<file path="config.mk">
export PLATFORM = sky130hd
export DESIGN_NAME = serial_link_host_flat
export DESIGN_NICKNAME = d
export VERILOG_FILES = /design/src/rtl/serial_link_host_pkg.sv /design/src/rtl/serial_link_host_if.sv /design/src/rtl/link_req_fifo.sv /design/src/rtl/serial_link_host.sv /design/src/flat_wrapper.sv
export SDC_FILE = /design/constraint.sdc
export NUM_CORES = 1
export LEC_CHECK = 0
export CAP_MARGIN = 40
export CORE_MARGIN = 10
export CORE_UTILIZATION = 48
export DETAILED_ROUTE_END_ITERATION = 16
export PLACE_DENSITY_LB_ADDON = 0.2
export SLEW_MARGIN = 0
export SYNTH_ARGS = -nofsm -noshare
export SYNTH_HDL_FRONTEND = slang
export SYNTH_SLANG_ARGS = --single-unit
</file>
<file path="constraint.sdc">
create_clock -name clk -period 2.65 [get_ports clk]
set_clock_uncertainty 0.15 [all_clocks]
set_input_delay 0.795 -clock clk [delete_from_list [all_inputs] [get_ports clk]]
set_output_delay 0.795 -clock clk [all_outputs]
set_load 0.01 [all_outputs]
</file>
<file path="src/rtl/serial_link_host_pkg.sv">
// Shared types and phase numbering for the host side of the 6-phase serial link.
package link_pkg;
  localparam int NUM_PHASES = 6;
  localparam int PAD_W      = 3;

  localparam logic [2:0] PH_CAP0   = 3'd0;
  localparam logic [2:0] PH_CAP1   = 3'd1;
  localparam logic [2:0] PH_CAP2   = 3'd2;
  localparam logic [2:0] PH_HSK    = 3'd3;
  localparam logic [2:0] PH_OUT_LO = 3'd4;
  localparam logic [2:0] PH_OUT_HI = 3'd5;

  typedef struct packed {
    logic [3:0]  cpu_valid;
    logic [3:0]  cpu_command;
    logic [23:0] cpu_addr;
    logic [3:0]  cpu_wr_data;
  } link_req_t;

  typedef struct packed {
    logic [PAD_W-1:0] pad;
    logic [3:0]       cpu_ready;
    logic [3:0]       read_valid;
    logic [3:0]       read_data;
    logic             mem_req_valid;
    logic             mem_req_rw;
    logic [5:0]       mem_req_addr;
    logic             mem_req_data;
  } link_rsp_t;
endpackage

</file>
<file path="src/rtl/serial_link_host_if.sv">
// Bundle of CPU request, memory handshake, serial and decoded response signals.
interface serial_link_host_if #(parameter int CNT_W = 16);
  logic             req_valid;
  logic             req_ready;
  logic [3:0]       req_cpu_valid;
  logic [3:0]       req_cpu_command;
  logic [23:0]      req_cpu_addr;
  logic [3:0]       req_cpu_wr_data;
  logic             mem_req_ready;
  logic             mem_resp_valid;
  logic             mem_resp_data;
  logic [11:0]      in_bits;
  logic [11:0]      out_bits;
  logic             rsp_valid;
  logic [3:0]       rsp_cpu_ready;
  logic [3:0]       rsp_cpu_read_valid;
  logic [3:0]       rsp_cpu_read_data;
  logic             rsp_mem_req_valid;
  logic             rsp_mem_req_rw;
  logic [5:0]       rsp_mem_req_addr;
  logic             rsp_mem_req_data;
  logic             pad_err;
  logic [CNT_W-1:0] frame_cnt;
  logic [2:0]       phase;

  modport master (
    output req_valid, req_cpu_valid, req_cpu_command, req_cpu_addr, req_cpu_wr_data,
    output mem_req_ready, mem_resp_valid, mem_resp_data, out_bits,
    input  req_ready, in_bits, rsp_valid, rsp_cpu_ready, rsp_cpu_read_valid,
    input  rsp_cpu_read_data, rsp_mem_req_valid, rsp_mem_req_rw, rsp_mem_req_addr,
    input  rsp_mem_req_data, pad_err, frame_cnt, phase
  );

  modport slave (
    input  req_valid, req_cpu_valid, req_cpu_command, req_cpu_addr, req_cpu_wr_data,
    input  mem_req_ready, mem_resp_valid, mem_resp_data, out_bits,
    output req_ready, in_bits, rsp_valid, rsp_cpu_ready, rsp_cpu_read_valid,
    output rsp_cpu_read_data, rsp_mem_req_valid, rsp_mem_req_rw, rsp_mem_req_addr,
    output rsp_mem_req_data, pad_err, frame_cnt, phase
  );
endinterface

</file>
<file path="src/rtl/link_req_fifo.sv">
// Count-based synchronous FIFO of request frames; full/empty come from the registered count.
module link_req_fifo
  import link_pkg::*;
#(
  parameter int FIFO_DEPTH = 2
) (
  input  logic      clk,
  input  logic      reset_n,
  input  logic      push_i,
  input  link_req_t push_data_i,
  input  logic      pop_i,
  output link_req_t head_o,
  output logic      full_o,
  output logic      empty_o
);
  localparam int AW = $clog2(FIFO_DEPTH);
  localparam logic [AW:0] DEPTH_C = FIFO_DEPTH[AW:0];

  link_req_t   mem_q [FIFO_DEPTH];
  logic [AW-1:0] wr_ptr_q, rd_ptr_q;
  logic [AW:0]   count_q, count_d;

  assign full_o  = (count_q == DEPTH_C);
  assign empty_o = (count_q == '0);
  assign head_o  = mem_q[rd_ptr_q];

  always_comb begin
    count_d = count_q;
    case ({push_i, pop_i})
      2'b10:   count_d = count_q + 1'b1;
      2'b01:   count_d = count_q - 1'b1;
      default: count_d = count_q;
    endcase
  end

  always_ff @(posedge clk or negedge reset_n) begin
    if (!reset_n) begin
      wr_ptr_q <= '0;
      rd_ptr_q <= '0;
      count_q  <= '0;
    end else begin
      count_q <= count_d;
      if (push_i) wr_ptr_q <= wr_ptr_q + 1'b1;
      if (pop_i)  rd_ptr_q <= rd_ptr_q + 1'b1;
    end
  end

  // Storage needs no reset: entries are only read once the count says they are valid.
  always_ff @(posedge clk) begin
    if (push_i) mem_q[wr_ptr_q] <= push_data_i;
  end
endmodule

</file>
<file path="src/rtl/serial_link_host.sv">
// Host link controller: serializes queued CPU frames in phases 0-3 and rebuilds
// the chip's 24-bit response word from phases 4-5.
module serial_link_host
  import link_pkg::*;
#(
  parameter int FIFO_DEPTH = 2,
  parameter int CNT_W      = 16
) (
  input logic               clk,
  input logic               reset_n,
  serial_link_host_if.slave bus
);
  logic [2:0]       phase_q, phase_d;
  link_req_t        frame_q, head, req_in;
  logic [2:0]       hs_q;
  logic [11:0]      lo_q;
  link_rsp_t        rsp_q, rsp_word;
  logic             rsp_valid_q, pad_err_q;
  logic [CNT_W-1:0] frame_cnt_q;
  logic             full, empty, push, pop;
  logic [11:0]      in_bits_c;

  assign req_in   = {bus.req_cpu_valid, bus.req_cpu_command, bus.req_cpu_addr, bus.req_cpu_wr_data};
  assign push     = bus.req_valid && !full;
  assign pop      = (phase_q == PH_OUT_HI) && !empty;
  assign phase_d  = (phase_q == PH_OUT_HI) ? PH_CAP0 : phase_q + 3'd1;
  assign rsp_word = link_rsp_t'({bus.out_bits, lo_q});

  link_req_fifo #(.FIFO_DEPTH(FIFO_DEPTH)) u_fifo (
    .clk         (clk),
    .reset_n     (reset_n),
    .push_i      (push),
    .push_data_i (req_in),
    .pop_i       (pop),
    .head_o      (head),
    .full_o      (full),
    .empty_o     (empty)
  );

  always_comb begin
    in_bits_c = 12'h000;
    case (phase_q)
      PH_CAP0: in_bits_c = {frame_q.cpu_valid, frame_q.cpu_command, frame_q.cpu_wr_data};
      PH_CAP1: in_bits_c = frame_q.cpu_addr[11:0];
      PH_CAP2: in_bits_c = frame_q.cpu_addr[23:12];
      PH_HSK:  in_bits_c = {9'b0, hs_q};
      default: in_bits_c = 12'h000;
    endcase
  end

  always_ff @(posedge clk or negedge reset_n) begin
    if (!reset_n) begin
      phase_q     <= PH_CAP0;
      frame_q     <= '0;
      hs_q        <= '0;
      lo_q        <= '0;
      rsp_q       <= '0;
      rsp_valid_q <= 1'b0;
      pad_err_q   <= 1'b0;
      frame_cnt_q <= '0;
    end else begin
      phase_q     <= phase_d;
      rsp_valid_q <= 1'b0;
      case (phase_q)
        PH_CAP2:   hs_q <= {bus.mem_req_ready, bus.mem_resp_valid, bus.mem_resp_data};
        PH_OUT_LO: lo_q <= bus.out_bits;
        PH_OUT_HI: begin
          // Frame boundary: load the next frame (idle when nothing is queued) and retire the response.
          frame_q     <= empty ? link_req_t'('0) : head;
          rsp_q       <= rsp_word;
          rsp_valid_q <= 1'b1;
          frame_cnt_q <= frame_cnt_q + 1'b1;
          if (rsp_word.pad != '0) pad_err_q <= 1'b1;
        end
        default: ;
      endcase
    end
  end

  assign bus.req_ready          = !full;
  assign bus.in_bits            = in_bits_c;
  assign bus.rsp_valid          = rsp_valid_q;
  assign bus.rsp_cpu_ready      = rsp_q.cpu_ready;
  assign bus.rsp_cpu_read_valid = rsp_q.read_valid;
  assign bus.rsp_cpu_read_data  = rsp_q.read_data;
  assign bus.rsp_mem_req_valid  = rsp_q.mem_req_valid;
  assign bus.rsp_mem_req_rw     = rsp_q.mem_req_rw;
  assign bus.rsp_mem_req_addr   = rsp_q.mem_req_addr;
  assign bus.rsp_mem_req_data   = rsp_q.mem_req_data;
  assign bus.pad_err            = pad_err_q;
  assign bus.frame_cnt          = frame_cnt_q;
  assign bus.phase              = phase_q;
endmodule

</file>
<file path="src/flat_wrapper.sv">
// flat-port wrapper written by rule: the top's interface ports become plain ports
module serial_link_host_flat import link_pkg::*;
#(
  parameter int FIFO_DEPTH = 2,
  parameter int CNT_W      = 16
)
  (clk, reset_n, bus_req_valid, bus_req_cpu_valid, bus_req_cpu_command, bus_req_cpu_addr, bus_req_cpu_wr_data, bus_mem_req_ready, bus_mem_resp_valid, bus_mem_resp_data, bus_out_bits, bus_req_ready, bus_in_bits, bus_rsp_valid, bus_rsp_cpu_ready, bus_rsp_cpu_read_valid, bus_rsp_cpu_read_data, bus_rsp_mem_req_valid, bus_rsp_mem_req_rw, bus_rsp_mem_req_addr, bus_rsp_mem_req_data, bus_pad_err, bus_frame_cnt, bus_phase);
  serial_link_host_if #(.CNT_W(CNT_W)) bus_i ();
  input logic clk;
  input logic reset_n;
  input wire logic [$bits(bus_i.req_valid)-1:0] bus_req_valid;
  input wire logic [$bits(bus_i.req_cpu_valid)-1:0] bus_req_cpu_valid;
  input wire logic [$bits(bus_i.req_cpu_command)-1:0] bus_req_cpu_command;
  input wire logic [$bits(bus_i.req_cpu_addr)-1:0] bus_req_cpu_addr;
  input wire logic [$bits(bus_i.req_cpu_wr_data)-1:0] bus_req_cpu_wr_data;
  input wire logic [$bits(bus_i.mem_req_ready)-1:0] bus_mem_req_ready;
  input wire logic [$bits(bus_i.mem_resp_valid)-1:0] bus_mem_resp_valid;
  input wire logic [$bits(bus_i.mem_resp_data)-1:0] bus_mem_resp_data;
  input wire logic [$bits(bus_i.out_bits)-1:0] bus_out_bits;
  output wire logic [$bits(bus_i.req_ready)-1:0] bus_req_ready;
  output wire logic [$bits(bus_i.in_bits)-1:0] bus_in_bits;
  output wire logic [$bits(bus_i.rsp_valid)-1:0] bus_rsp_valid;
  output wire logic [$bits(bus_i.rsp_cpu_ready)-1:0] bus_rsp_cpu_ready;
  output wire logic [$bits(bus_i.rsp_cpu_read_valid)-1:0] bus_rsp_cpu_read_valid;
  output wire logic [$bits(bus_i.rsp_cpu_read_data)-1:0] bus_rsp_cpu_read_data;
  output wire logic [$bits(bus_i.rsp_mem_req_valid)-1:0] bus_rsp_mem_req_valid;
  output wire logic [$bits(bus_i.rsp_mem_req_rw)-1:0] bus_rsp_mem_req_rw;
  output wire logic [$bits(bus_i.rsp_mem_req_addr)-1:0] bus_rsp_mem_req_addr;
  output wire logic [$bits(bus_i.rsp_mem_req_data)-1:0] bus_rsp_mem_req_data;
  output wire logic [$bits(bus_i.pad_err)-1:0] bus_pad_err;
  output wire logic [$bits(bus_i.frame_cnt)-1:0] bus_frame_cnt;
  output wire logic [$bits(bus_i.phase)-1:0] bus_phase;
  assign bus_i.req_valid = bus_req_valid;
  assign bus_i.req_cpu_valid = bus_req_cpu_valid;
  assign bus_i.req_cpu_command = bus_req_cpu_command;
  assign bus_i.req_cpu_addr = bus_req_cpu_addr;
  assign bus_i.req_cpu_wr_data = bus_req_cpu_wr_data;
  assign bus_i.mem_req_ready = bus_mem_req_ready;
  assign bus_i.mem_resp_valid = bus_mem_resp_valid;
  assign bus_i.mem_resp_data = bus_mem_resp_data;
  assign bus_i.out_bits = bus_out_bits;
  assign bus_req_ready = bus_i.req_ready;
  assign bus_in_bits = bus_i.in_bits;
  assign bus_rsp_valid = bus_i.rsp_valid;
  assign bus_rsp_cpu_ready = bus_i.rsp_cpu_ready;
  assign bus_rsp_cpu_read_valid = bus_i.rsp_cpu_read_valid;
  assign bus_rsp_cpu_read_data = bus_i.rsp_cpu_read_data;
  assign bus_rsp_mem_req_valid = bus_i.rsp_mem_req_valid;
  assign bus_rsp_mem_req_rw = bus_i.rsp_mem_req_rw;
  assign bus_rsp_mem_req_addr = bus_i.rsp_mem_req_addr;
  assign bus_rsp_mem_req_data = bus_i.rsp_mem_req_data;
  assign bus_pad_err = bus_i.pad_err;
  assign bus_frame_cnt = bus_i.frame_cnt;
  assign bus_phase = bus_i.phase;
  serial_link_host #(.FIFO_DEPTH(FIFO_DEPTH), .CNT_W(CNT_W)) u_core (.clk(clk), .reset_n(reset_n), .bus(bus_i));
endmodule
</file>
==> out/results.txt <==
Detailed-route vias per instance: 5.16. The floorplan has 42 rows. Headroom to the max-slew limit: 0.580. Of all cell types, the one taking the most synthesized area is sky130_fd_sc_hd__dfrtp_1. The count of final hold-check violations was 0. Counting along the longest clock path gives a buffer depth of 2. The most used flip-flop cell after synthesis is sky130_fd_sc_hd__dfrtp_1. The endpoint arrival time on the critical path came out at 1.73 ns. Subtracting the final worst setup slack from the clock period gives 2.67 ns. In this run the worst path has a maximum fanout of 6. The run gives 553 as the synthesized net count. The transition at the pin with the smallest max-transition slack came out at 0.630 ns. The total clock sinks came out at 169. The cell sitting at the root of the clock tree is a sky130_fd_sc_hd__clkbuf_16. The chip height works out to 137 µm. The flow ran to the end, but the final reports show violations. The clock slew at the register clock pins of the worst setup and hold paths was 0.06 ns. Count of flip-flops with a built-in enable after synthesis: 72. The final core utilization is 0.648. Synthesis inferred 169 register bits. For this run, design rule violations remaining after detail routing come to 0. For the number of pins exceeding their max-slew limit in the final report, the log shows 0.

The width of the die was 137 µm. Global routing finished with a remaining overflow of 0. The number of global-route vias before repair is 4,252. Sequential area share after synthesis: 0.697. Fraction of final layout cells sized beyond drive strength 1: 0.175. Sorting the synthesized cells by area gives the leading types as sky130_fd_sc_hd__dfrtp_1 37%, sky130_fd_sc_hd__edfxtp_1 33%, sky130_fd_sc_hd__mux2i_1 7.3%.

The share of Yosys cell area claimed by the top area cell type came out at 0.369. The tools report the cell area after technology mapping as 6590 µm². Count of pins on the block boundary: 109.

The count of max-cap constraint violations was 0; the number of antenna-violating nets in the routed design was 0. The analysis attributes to cell leakage a power of 3.68 nW. Type of the worst setup path: reg -> out. For the global-route total usage across every layer, the log shows 0.152.

The tools report the number of DRC violations after detailed-routing iteration 0 as 277. The die covers 18,800 µm². STA classifies the critical path endpoint as a primary output.

Maximum number of pins on one net before global-route repair: 61. Setup violations remaining at the end of the flow were counted as 3. The run gives 1,025 as the filler cell count. Relative to the synthesized area, the layout overhead comes to 31.3%. The effective utilization at floorplan came out at 0.493.

Final hold analysis gives a worst-case slack of 0.133 ns. For the highest attainable clock frequency, the log shows 0.374 GHz. Setup slack on the worst reg-to-reg path comes out at 0.61 ns. The logs give 9880 µm for the placed wire-length estimate and 0.484 mV for the worst vdd rail ir drop. Critical path required time: 1.71 ns. The logs give 0 for the number of diodes and 4,188 for the total vias in the final route. The share of the clock period used by the worst path after layout was 1.01. The H-tree was split into 4 levels. The count of buffers from port buffering was 108. The number of antenna violations at the first check in global routing is 0, and the last weighted congestion value of the routability-driven placer is 0.762. The worst-case setup margin in the final layout was -0.0218 ns.

The clock latency of the later-clocked register in the worst-skew pair came out at 0.42 ns. The average routed wire per standard cell is 17.5 µm. Power density normalized to cell area: 897 nW/µm². Class of the most critical hold timing path: in -> async. The number of clock buffers added by TritonCTS is 17.

The Yosys step of the flow raised 0 warnings. In this run, distinct cell masters in the synthesized netlist total 34. The tools report the synthesized netlist cell count as 496. Setup repair after global routing could not meet its margin everywhere. The tools report the core area as 13,300 µm². The total wirelength of the detailed-routed design came out at 14,200 µm.

TritonCTS built the clock tree. STA classifies the critical path startpoint as a flip-flop. The number of detailed-route iterations in the first pass was 5. The first global-routing pass estimated 22,000 µm of wire.

The share of flip-flops with an asynchronous set or reset after synthesis came out at 0.574. The final reports fail on negative setup slack. After the last flow step, the layout net total stands at 680. The worst reg-to-reg path cell count is 8.

The mean cell area of the mapped netlist is 13.3 µm².
-- what timing repair did --
item	in CTS	in global routing
setup endpoints to repair	12	12
hold endpoints to repair	0	0
pin swaps	3	6
buffers inserted	4	0
hold buffers	0	0
gates resized for setup	55	15
-- worst paths after layout --
| kind | from | end |
|---|---|---|
| min in group clk | u_core.lo_q[2] | u_core.bus.rsp_mem_req_addr[1] |
| max | u_core.bus.phase[0] | bus_in_bits[0] |
| min reg2reg | u_core.lo_q[2] | u_core.bus.rsp_mem_req_addr[1] |
| max reg2reg | u_core.bus.phase[1] | u_core.frame_q[27] |
| min | reset_n | u_core.bus.rsp_mem_req_addr[5] |
| max in group asynchronous | reset_n | u_core.bus.frame_cnt[5] |
-- area by class of cell --
cell class              count  area [µm²]  area share
flip-flops and latches    169        4590       0.531
multi-input cells         298        1890       0.219
repair buffers            133        1280       0.148
clock buffers              23         542      0.0627
well taps                 176         220      0.0255
clock inverters             9         104      0.0120
inverters                   4        17.5     0.00203
-- layer usage --
layer,track usage,share of wire,up-vias
li1,-,-,1972
met1,0.179,0.41,2064
met2,0.251,0.49,130
met3,0.0436,0.074,22
met4,0.0779,0.021,0
met5,0,0,-
-- worst max-delay path: stages, from the launching register on --
cell	delay, ns
sky130_fd_sc_hd__dfrtp_2	0.46
sky130_fd_sc_hd__buf_4	0.17
sky130_fd_sc_hd__nand2b_1	0.09
sky130_fd_sc_hd__nor2_1	0.08
sky130_fd_sc_hd__a221o_1	0.36
sky130_fd_sc_hd__buf_2	0.16
-- report_power, final --
| part | leakage (nW) | switching, mW | internal [mW] |
|---|---|---|---|
| Combinational | 1.50 | 0.782 | 0.666 |
| Sequential | 1.85 | 0.357 | 3.36 |
| Clock | 0.325 | 0.965 | 1.63 |
| Total | 3.68 | 2.10 | 5.65 |
-- kinds of logic after synthesis --
kind of cell	after synthesis	share of synthesized area
buffers and inverters	29	0.0234
AND/OR/NAND/NOR	160	0.102
AO/OA/AOI/OAI	52	0.0469
XOR/XNOR	20	0.0266
adder cells (fa/ha/maj)	3	0.00570
multiplexers	63	0.0986
flip-flops	169	0.697
-- through the flow --
stage | instances | total power [mW] | TNS [ns] | worst slack, ns | cell area, µm²
final | 812 | 7.76 | -0.0458 | -0.0218 | 8640
after detailed placement | 776 | 5.31 | -0.132 | -0.0559 | 7960
after floorplan | 496 | 4.52 | 0 | 0.203 | 6590
after CTS | 812 | 7.85 | -0.0809 | -0.0333 | 8640
after global routing | 812 | 8.13 | -0.400 | -0.0898 | 8640
after global placement | 776 | 5.26 | 0 | 0.0316 | 7960
-- flip-flops by register name (all words and copies together), names as in the netlist, 2 cells and up --
name and flops:
u_core.bus.phase 3, u_core.hs_q 3, u_core.bus.rsp_cpu_read_valid 4, u_core.bus.frame_cnt 16, u_core.lo_q 12, u_core.bus.rsp_cpu_read_data 4, u_core.u_fifo.mem_q 72, u_core.bus.rsp_mem_req_addr 6
u_core.frame_q 36, u_core.u_fifo.count_q 2, u_core.bus.rsp_cpu_ready 4
-- cell usage in the layout, fill, tap and decap left out, drive strengths merged, types with 10 or more instances in the layout --
cell / Yosys / layout
nand2: 109 / 109
a21oi: 10 / 10
xnor2: 17 / 17
dfrtp: 97 / 97
mux2: 15 / 15
o21ai: 38 / 38
clkbuf: 7 / 23
buf: 18 / 38
clkdlybuf4s50: 0 / 94
mux2i: 48 / 48
edfxtp: 72 / 72
nor2: 25 / 25
-- synth_stat cells (4+ instances only) --
| master | count |
|---|---|
| sky130_fd_sc_hd__nand2_1 | 108 |
| sky130_fd_sc_hd__dfrtp_1 | 97 |
| sky130_fd_sc_hd__edfxtp_1 | 72 |
| sky130_fd_sc_hd__mux2i_1 | 48 |
| sky130_fd_sc_hd__nor2_1 | 24 |
| sky130_fd_sc_hd__o21ai_0 | 19 |
| sky130_fd_sc_hd__xnor2_1 | 17 |
| sky130_fd_sc_hd__mux2_2 | 15 |
| sky130_fd_sc_hd__a21oi_1 | 10 |
| sky130_fd_sc_hd__buf_2 | 10 |
| sky130_fd_sc_hd__o21ai_1 | 10 |
| sky130_fd_sc_hd__o21ai_2 | 9 |
| sky130_fd_sc_hd__clkbuf_1 | 7 |
| sky130_fd_sc_hd__and3_1 | 6 |
| sky130_fd_sc_hd__nand3_1 | 6 |
| sky130_fd_sc_hd__nand4_1 | 4 |
Power figures use the tool's default switching activity.
==> RTL change 1, RTL diff (same flow settings) <==
Reset style: synchronous (`reset_n`), changed in 2 clocked blocks.
--- a/src/rtl/link_req_fifo.sv
+++ b/src/rtl/link_req_fifo.sv
@@ -34,5 +34,5 @@
   end
 
-  always_ff @(posedge clk or negedge reset_n) begin
+  always_ff @(posedge clk) begin
     if (!reset_n) begin
       wr_ptr_q <= '0;
--- a/src/rtl/serial_link_host.sv
+++ b/src/rtl/serial_link_host.sv
@@ -49,5 +49,5 @@
   end
 
-  always_ff @(posedge clk or negedge reset_n) begin
+  always_ff @(posedge clk) begin
     if (!reset_n) begin
       phase_q     <= PH_CAP0;
Behaviour: differs if reset_n is asserted again (counterexample within 4 cycles, from zero or initial values and one cycle with reset_n low); with reset_n held inactive, the same outputs for 10 cycles.
==> RTL change 1 against the original RTL <==
- the run still ends with setup timing left
- setup slack lost 0.0022 ns
- worst hold slack gained 0.16 ns
- routed wire length grew 1.6%
- cell area shrank 3.0%
- area after synthesis shrank 5.5%
- sequential cell count grew 1
- first-iteration DRC count grew 1.4%
- register-to-register slack lost 0.06 ns
- global-route usage grew 0.83 points
- critical path type unchanged
Power is not compared: it rests on default switching activity, and its combinational part moved more than twofold at a synthesized area within 25%.
==> RTL change 1: results (changes against the original RTL) <==
[outcome]
run_status=finished with violations  ; unchanged
failed_checks=setup timing  ; unchanged

[critical_path]
cp_slowest_cell=sky130_fd_sc_hd__dfxtp_4  ; was sky130_fd_sc_hd__dfrtp_2
r2r-end=u_core.u_fifo.count_q[1]  ; was u_core.frame_q[27]
worst_r2r_startpoint=u_core.bus.phase[1]  ; unchanged
path_delay_family=buffers and inverters  ; was flip-flops
timing.reg2reg.setup_slack_ns=0.55  ; was 0.61 ns
slowest_delay_ns=0.36  ; was 0.46 ns
crit_start=u_core.bus.phase[0]  ; unchanged

[grt]
grt_util_all_layers_pct=16.1  ; was 15.2%
maximum_number_of_pins_on_one_net_before_global_route_repair=52  ; was 61
grtUsageMet3_pct=4.85  ; was 4.36%
wire_length_of_the_first_global_routing_pass_mm=23.0  ; was 22.0 mm
first_global_vias=4547  ; was 4252
groute.layer.met2.usage_pct=27.9  ; was 25.1%

[clock_tree]
cts_resized=80  ; was 55
post_cts_buffers=7  ; was 4

[placed_design]
globalplace.congestion=0.825  ; was 0.762
place.detailed.hpwl_mm=9.31  ; was 9.88 mm
dpl_worst_slack_ns=-0.515  ; was -0.0559 ns
detailed_place.area_sq_mm=0.00761  ; was 0.00796 sq mm

[synth]
part_of_the_yosys_area_used_for_sequential_elements_pct=66.3  ; was 69.7%
postSynthNetCount=615  ; was 553
synth_common_cells=135 x sky130_fd_sc_hd__nand2_1, 98 x sky130_fd_sc_hd__dfxtp_1, 72 x sky130_fd_sc_hd__edfxtp_1  ; was 108 x sky130_fd_sc_hd__nand2_1, 97 x sky130_fd_sc_hd__dfrtp_1, 72 x sky130_fd_sc_hd__edfxtp_1
synth_cells=554  ; was 496
post_synth_main_area_contributors=sky130_fd_sc_hd__edfxtp_1 35%, sky130_fd_sc_hd__dfxtp_1 32%, sky130_fd_sc_hd__nand2_1 8.1%, sky130_fd_sc_hd__mux2i_1 6.6%, sky130_fd_sc_hd__o21ai_0 3.5%  ; was sky130_fd_sc_hd__dfrtp_1 37%, sky130_fd_sc_hd__edfxtp_1 33%, sky130_fd_sc_hd__mux2i_1 7.3%, sky130_fd_sc_hd__nand2_1 6.2%, sky130_fd_sc_hd__mux2_2 2.6%

[timing]
final-setup-viol-count=4  ; was 3
worst_slew_margin_rel_pct=54.8  ; was 58.0%
post-route-worst-setup-slack_ns=-0.0241  ; was -0.0218 ns

[drt]
drt_iter0_drc=281  ; was 277
first_pass_iters=4  ; was 5
vias=4392  ; was 4188
drt-wirelength-per-cell_um=16.7  ; was 17.5 um
totalWireLength_mm=14.5  ; was 14.2 mm

[final_layout]
finalNetCount=743  ; was 680

-- RTL change 1: changes by cell type after synthesis, sizes merged, moves of 9 or more --
cell,delta
a21oi,+29
nand2,+26
a22oi,+9
dfrtp,-97
mux2,-15
dfxtp,+98
-- RTL change 1: final cells by class --
cell class	instances	area (sq um)
Multi-Input combinational cell	350	2060
Clock buffer	20	489
Timing Repair Buffer	137	1360
Sequential cell	170	4130
Clock inverter	12	108
Fill cell	1007	4280
Inverter	6	22.5
Tap cell	172	215
-- RTL change 1: how the worst min path moves through the flow --
stage	slack [ns]	start	end	cells past startpoint
floorplan	0.27	u_core.frame_q[4]	u_core.frame_q[4]	2
global placement	0.28	u_core.frame_q[31]	u_core.frame_q[31]	2
detailed placement	0.29	u_core.frame_q[11]	u_core.frame_q[11]	2
CTS	0.30	u_core.lo_q[5]	u_core.bus.rsp_mem_req_addr[4]	2
global route	0.31	u_core.lo_q[5]	u_core.bus.rsp_mem_req_addr[4]	2
finish	0.29	u_core.lo_q[5]	u_core.bus.rsp_mem_req_addr[4]	2
-- RTL change 1: power by group through the flow --
stage / logic, mW / clock network (mW) / registers (mW)
6_report: 0.464 / 2.45 / 2.90
5_1_grt: 0.503 / 2.61 / 2.91
4_1_cts: 0.455 / 2.49 / 2.90
3_5_place_dp: 0.395 / 0 / 2.95
3_3_place_gp: 0.382 / 0 / 2.95
2_1_floorplan: 0.169 / 0 / 2.95
-- RTL change 1: logic make-up after synthesis --
kind of cell             count (synthesis)  synth area share (%)
buffers and inverters                   34                  2.27
multiplexers                            41                  6.60
AO/OA/AOI/OAI                           95                  8.25
flip-flops                             170                  66.3
AND/OR/NAND/NOR                        193                  13.2
adder cells (fa/ha/maj)                  7                  1.41
XOR/XNOR                                14                  1.97
==> RTL change 2, RTL diff (config.mk and constraints unchanged) <==
Made on the original files. `FIFO_DEPTH` is set to 2 in 3 places; all go to 4.
--- a/src/rtl/link_req_fifo.sv
+++ b/src/rtl/link_req_fifo.sv
@@ -3,5 +3,5 @@
   import link_pkg::*;
 #(
-  parameter int FIFO_DEPTH = 2
+  parameter int FIFO_DEPTH = 4
 ) (
   input  logic      clk,
--- a/src/rtl/serial_link_host.sv
+++ b/src/rtl/serial_link_host.sv
@@ -4,5 +4,5 @@
   import link_pkg::*;
 #(
-  parameter int FIFO_DEPTH = 2,
+  parameter int FIFO_DEPTH = 4,
   parameter int CNT_W      = 16
 ) (
--- a/src/flat_wrapper.sv
+++ b/src/flat_wrapper.sv
@@ -2,5 +2,5 @@
 module serial_link_host_flat import link_pkg::*;
 #(
-  parameter int FIFO_DEPTH = 2,
+  parameter int FIFO_DEPTH = 4,
   parameter int CNT_W      = 16
 )
Function: changed (Yosys sat finds a counterexample within 4 cycles, from zero or initial values and one cycle with reset_n low).
==> RTL change 2 against the original RTL <==
- the run still ends with setup timing left
- area after synthesis grew 43%
- setup slack gained 0.0031 ns
- total power grew 42%
- clock power grew 27%
- synthesized cell count grew 14%
- cell area grew 36%
- sequential cell count grew 75
- routed wire length grew 37%
- count of clock-buffer cells in the layout grew 12
- critical path type unchanged
- largest power group unchanged
==> RTL change 2: results (changes against the original RTL) <==
[outcome]
run_status=finished with violations  ; unchanged
failed_checks=setup timing  ; unchanged

[placed_design]
globalplace.congestion=0.780  ; was 0.762
detailed_place.area_sq_mm=0.0110  ; was 0.00796 sq mm
placed_cells_incl_taps=932  ; was 776

[power_and_ir_drop]
leakagePower_nw=4.45  ; was 3.68 nW
sequentialPower_mw=5.25  ; was 3.72 mW
max-vdd-ir-drop_uv=556  ; was 484 uV
clock_power_mw=3.28  ; was 2.59 mW
sw_frac_of_total_pct=26.4  ; was 27.1%
seq_power_share_pct=47.8  ; was 47.9%

[clock_tree]
cts_hold_buf=1  ; was 0
post_cts_buffers=2  ; was 4
clkLatencyLatePin_ns=0.51  ; was 0.42 ns
tritoncts.num_buffers=25  ; was 17
clock_tree.buffer_depth=3  ; was 2

[synth]
synth_xor_area_share_pct=1.95  ; was 2.66%
postSynthNetCount=625  ; was 553
synth_area_per_cell_sq_um=16.8  ; was 13.3 sq um
part_of_the_yosys_area_used_for_sequential_elements_pct=72.3  ; was 69.7%
synth_edf_count=144  ; was 72
synth_adder_area_share_pct=1.14  ; was 0.570%
compound_gate_fraction_of_synth_area_pct=4.21  ; was 4.69%
asr_flop_ratio_synth_pct=41.0  ; was 57.4%

[timing]
worst_slew_pin_slew_ns=0.580  ; was 0.630 ns
final-setup-viol-count=4  ; was 3
post-route-worst-setup-slack_ns=-0.0187  ; was -0.0218 ns
worst_hold_slack_ns=0.313  ; was 0.133 ns

[final_layout]
finalNetCount=760  ; was 680
final-instance-count-excl-fill=981  ; was 812

[grt]
first_global_vias=5768  ; was 4252
maximum_number_of_pins_on_one_net_before_global_route_repair=88  ; was 61
wire_length_of_the_first_global_routing_pass_mm=31.8  ; was 22.0 mm

[critical_path]
r2r-end=u_core.u_fifo.count_q[2]  ; was u_core.frame_q[27]
crit_start=u_core.bus.phase[1]  ; was u_core.bus.phase[0]
timing.reg2reg.setup_slack_ns=0.43  ; was 0.61 ns
r2r.worst_path.cells=9  ; was 8
worst_r2r_startpoint=u_core.bus.phase[2]  ; was u_core.bus.phase[1]
slowest_delay_ns=0.44  ; was 0.46 ns

[drt]
first_pass_iters=4  ; was 5
drt-wirelength-per-cell_um=19.9  ; was 17.5 um

## RTL change 2: cell count changes in the layout (fill, tap and decap cells not counted), sizes merged, moves of 4 or more
cell    before  now
a22o         0   36
clkbuf      23   35
edfxtp      72  144
ha           3    7
inv          5   10
mux2i       48   13
mux4         0   36
nand2      109   79
nor2        25   30
o21ai       38    3
xnor2       17   13
xor2         3    8
## RTL change 2: final cells by class
class / instances / area (sq um)
Clock inverter: 10 / 78.8
Multi-Input combinational cell: 282 / 2450
Fill cell: 1484 / 7650
Timing Repair Buffer: 136 / 1330
Inverter: 9 / 33.8
Tap cell: 265 / 332
Sequential cell: 244 / 6830
Clock buffer: 35 / 693
## RTL change 2: stage by stage
stage | setup TNS, ns | worst slack (ns) | util (%)
after floorplan | 0 | 0.328 | -
after global placement | 0 | 0.0484 | 56.5
after detailed placement | -0.00574 | -0.00574 | 56.5
after CTS | -0.348 | -0.0687 | 60.5
after global routing | -1.18 | -0.131 | 60.6
final | -0.0536 | -0.0187 | 60.6
## RTL change 2: worst register-to-register path: stages (launching register included)
cell and delay (ns):
sky130_fd_sc_hd__dfrtp_1 0.47, sky130_fd_sc_hd__buf_4 0.25, sky130_fd_sc_hd__nand3b_4 0.11, sky130_fd_sc_hd__nor2_2 0.16
sky130_fd_sc_hd__ha_1 0.19, sky130_fd_sc_hd__inv_1 0.06, sky130_fd_sc_hd__fa_1 0.37, sky130_fd_sc_hd__xor2_1 0.15
sky130_fd_sc_hd__nor2_1 0.11, sky130_fd_sc_hd__xor2_1 0.15
## RTL change 2: routing by layer
layer  GRT usage [%]  share of wire (%)  up-vias
met5               0                  0        -
met3            4.04                5.9       27
met1            19.6                 44     2686
li1                -                  -     2370
met2            25.3                 49      136
met4            3.63                1.4        0
